[src/rtl/full_adder_1b.sv]
// One-bit full adder with a combinational result and an optional registered
// copy. The registered copy can chain its own carry for bit-serial addition.
module full_adder_1b #(
  parameter bit OUT_REG = 1'b1,
  parameter bit SERIAL  = 1'b0
) (
  output logic s,
  output logic c,
  input  logic x,
  input  logic y,
  input  logic z,
  input  logic clk,
  input  logic rst_n,
  input  logic en,
  output logic s_q,
  output logic c_q,
  output logic vld_q
);

  assign s = x ^ y ^ z;
  assign c = (x & y) | (x & z) | (y & z);

  generate
    if (OUT_REG) begin : g_reg
      logic s_r;
      logic c_r;
      logic vld_r;
      logic cin_eff;

      // In serial mode the carry feeds back from the previous bit position.
      assign cin_eff = SERIAL ? c_r : z;

      always_ff @(posedge clk or negedge rst_n) begin
        if (!rst_n) begin
          s_r   <= 1'b0;
          c_r   <= 1'b0;
          vld_r <= 1'b0;
        end else if (en) begin
          s_r   <= x ^ y ^ cin_eff;
          c_r   <= (x & y) | (x & cin_eff) | (y & cin_eff);
          vld_r <= 1'b1;
        end
      end

      assign s_q   = s_r;
      assign c_q   = c_r;
      assign vld_q = vld_r;
    end else begin : g_noreg
      assign s_q   = 1'b0;
      assign c_q   = 1'b0;
      assign vld_q = 1'b0;
    end
  endgenerate

endmodule

[config.mk]
export PLATFORM = sky130hd
export DESIGN_NAME = full_adder_1b
export DESIGN_NICKNAME = d
export VERILOG_FILES = /design/src/rtl/full_adder_1b.sv
export SDC_FILE = /design/constraint.sdc
export NUM_CORES = 1
export LEC_CHECK = 0
export ABC_AREA = 0
export ABC_CLOCK_PERIOD_IN_PS = 1800
export BUFFER_PORTS_ARGS = -buffer_cell sky130_fd_sc_hd__buf_4
export CAP_MARGIN = 10
export CORE_AREA = 2 2 39 41
export CTS_CLUSTER_DIAMETER = 60
export CTS_CLUSTER_SIZE = 24
export DETAILED_ROUTE_END_ITERATION = 6
export DIE_AREA = 0 0 41 43
export SLEW_MARGIN = 20
export SYNTH_ARGS = -nofsm -noshare
export SYNTH_HDL_FRONTEND = slang
export SYNTH_SLANG_ARGS = --single-unit
[constraint.sdc]
create_clock -name clk -period 1.8 [get_ports clk]
set_clock_uncertainty 0.2 [all_clocks]
set_input_delay 0.18 -clock clk [delete_from_list [all_inputs] [get_ports clk]]
set_output_delay 0.18 -clock clk [all_outputs]
set_load 0.02 [all_outputs]
==> results.sh <==
export IMPL_design_die_area_sq_um=1760
export IMPL_power_leakage_nw=0.119
export IMPL_drc_errors=0
export IMPL_synth_cell_types=4
export IMPL_tns_ps=0
export IMPL_grt_first_pass_wirelength_microns=524
export IMPL_cts_buffer_depth=2
export IMPL_cts_setup_buffers=0
export IMPL_dr_pass1_iters=2
export IMPL_gp_congestion=0.535
export IMPL_setup_viol=0
export IMPL_finalNetCount=31
export IMPL_power_total_uw=259
export IMPL_cts_buffers=3
export IMPL_layout_commonest_cell="buf_4"
export IMPL_synth_top_area_share=0.606
export IMPL_grt_usage=0.0572
export IMPL_ir_drop_mv=0.190
export IMPL_ctsResizeCount=0
export IMPL_combPwrFrac=0.248
export IMPL_hold_violations=0
export IMPL_grt_max_degree=4
export IMPL_ys_seq_elements=3
export IMPL_ios=11
export IMPL_worstSetupEndpointType="output pin"
export IMPL_final_fill_count=150
export IMPL_final_cell_mix="10 x buf_4, 3 x dfrtp_1, 3 x clkbuf_4"
export IMPL_grt_antenna_before_repair=0
export IMPL_synth_cells=7
export IMPL_crit_fanout=2
export IMPL_max_cap_viol_count=0
export IMPL_synth_seq_area_share=0.606
export IMPL_clkLatencyLatePin_ps=230
export IMPL_tightest_slew_ps=102
export IMPL_p_per_area_nw_per_um2=977
export IMPL_slew_viol_final=0
export IMPL_synthTopCellsByArea="dfrtp_1 61%, mux2_2 18%, fa_1 16%"
export IMPL_p_int_uw=192
export IMPL_p_switching_uw=67.3
export IMPL_post_synth_cell_area_avg_sq_um=17.7
export IMPL_cp_required_ps=1420
export IMPL_worstPathArrival_ps=990
export IMPL_max_freq_mhz=731
export IMPL_status="complete, no violations"
export IMPL_yosysWarnings=0
export IMPL_diodes=0
export IMPL_overflow=0
export IMPL_core_rowCount=14
export IMPL_fin_worst_hold_slack_ps=88.0
export IMPL_critPathKind="input port to output pin"
export IMPL_min_path_type="input port to asynchronous set/reset pin"
export IMPL_root_buffer="clkbuf_4"
export IMPL_rsz0062_at_grt="false"
export IMPL_first_global_vias=138
export IMPL_timing_critical_path_from="y"
export IMPL_cts_sinks=3
export IMPL_cts_tree="done"
export IMPL_critPathLaunchType="input port"
export IMPL_timing_final_crit_share=0.760
export IMPL_numPortBuffers=10
export IMPL_start_util=0.0895
export IMPL_path_clk_slew_ps=40
export IMPL_switching_share=0.260
export IMPL_die_y_microns=43
export IMPL_r2r_start="vld_q"
export IMPL_finalCriticalPeriod_ps=1370
export IMPL_drive_above_1_share=0.696
export IMPL_yosys_area_top_type="dfrtp_1"
export IMPL_vias=124
export IMPL_pwr_share_clk=0.450
export IMPL_routed_wl_microns=353
export IMPL_area_growth_pct=114
export IMPL_syn_area_sq_um=124
export IMPL_pwr_share_seq=0.303
export IMPL_reg2regPathDepth=1
export IMPL_fp_dieW_microns=41
export IMPL_htree_num_levels=1
export IMPL_wl_per_cell_microns=9.05
export IMPL_antenna_left=0
export IMPL_drt_iter0_drc=2
export IMPL_syn_nets=14
export IMPL_slew_headroom=0.932
export IMPL_core_area_sq_um=1380
export IMPL_avgViaCountPerCell=3.18
-- layer usage --
layer	wire, microns	part of all wire	GRT usage
met1	157	0.44	0.0449
met3	67	0.19	0.0628
met5	0	0	0
met2	128	0.36	0.0688
met4	0	0	0.0600
-- cells by family after synthesis --
group	synth area share
muxes	0.182
and+or+nand+nor	0.0505
adders and majority gates	0.162
DFF	0.606
-- Yosys cell counts, drive strengths merged --
cell,n
or2,1
fa,1
mux2,2
dfrtp,3
-- sequential cells by signal, summed over array words and instances (netlist names) --
register and flops:
vld_q 1, s_q 1, c_q 1
-- power by group through the flow --
stage	clock network [mW]	logic, mW	registers [mW]
6_report	0.117	0.0642	0.0785
2_1_floorplan	0	0.0206	0.0887
5_1_grt	0.130	0.0708	0.0794
3_5_place_dp	0	0.0614	0.0796
3_3_place_gp	0	0.0606	0.0793
4_1_cts	0.122	0.0649	0.0788
-- path summary, 6_finish.rpt --
check,slack (ps),to
setup reg to reg,840,vld_q
hold / removal,90,vld_q
hold reg to reg,280,vld_q
max in group asynchronous,1220,c_q
min in group clk,190,s_q
setup / recovery,430,s
-- metrics by stage --
stage / cells / utilization / area, sq um / setup WS [ps]
5_1_grt: 39 / 0.192 / 265 / 401
3_3_place_gp: 33 / 0.158 / 219 / 418
2_1_floorplan: 7 / - / 124 / 418
3_5_place_dp: 33 / 0.158 / 219 / 410
4_1_cts: 39 / 0.192 / 265 / 427
6_report: 39 / 0.192 / 265 / 431
-- worst max-delay path, cell delays in order --
cell and delay, ps:
buf_4 110, fa_1 550, buf_4 140
-- timing repair --
item / in CTS / in global routing
hold endpoints to repair: 4 / 0
hold buffers: 2 / 0
endpoints found under the setup margin: 0 / 0
-- layout make-up --
class	count	area, sq um	share of cell area
repair buffers	12	95.1	0.358
flip-flops and latches	3	75.1	0.283
multi-input cells	4	48.8	0.184
clock buffers	4	26.3	0.0991
well taps	16	20.0	0.0755
No activity file was read; power rests on OpenSTA's default activity.
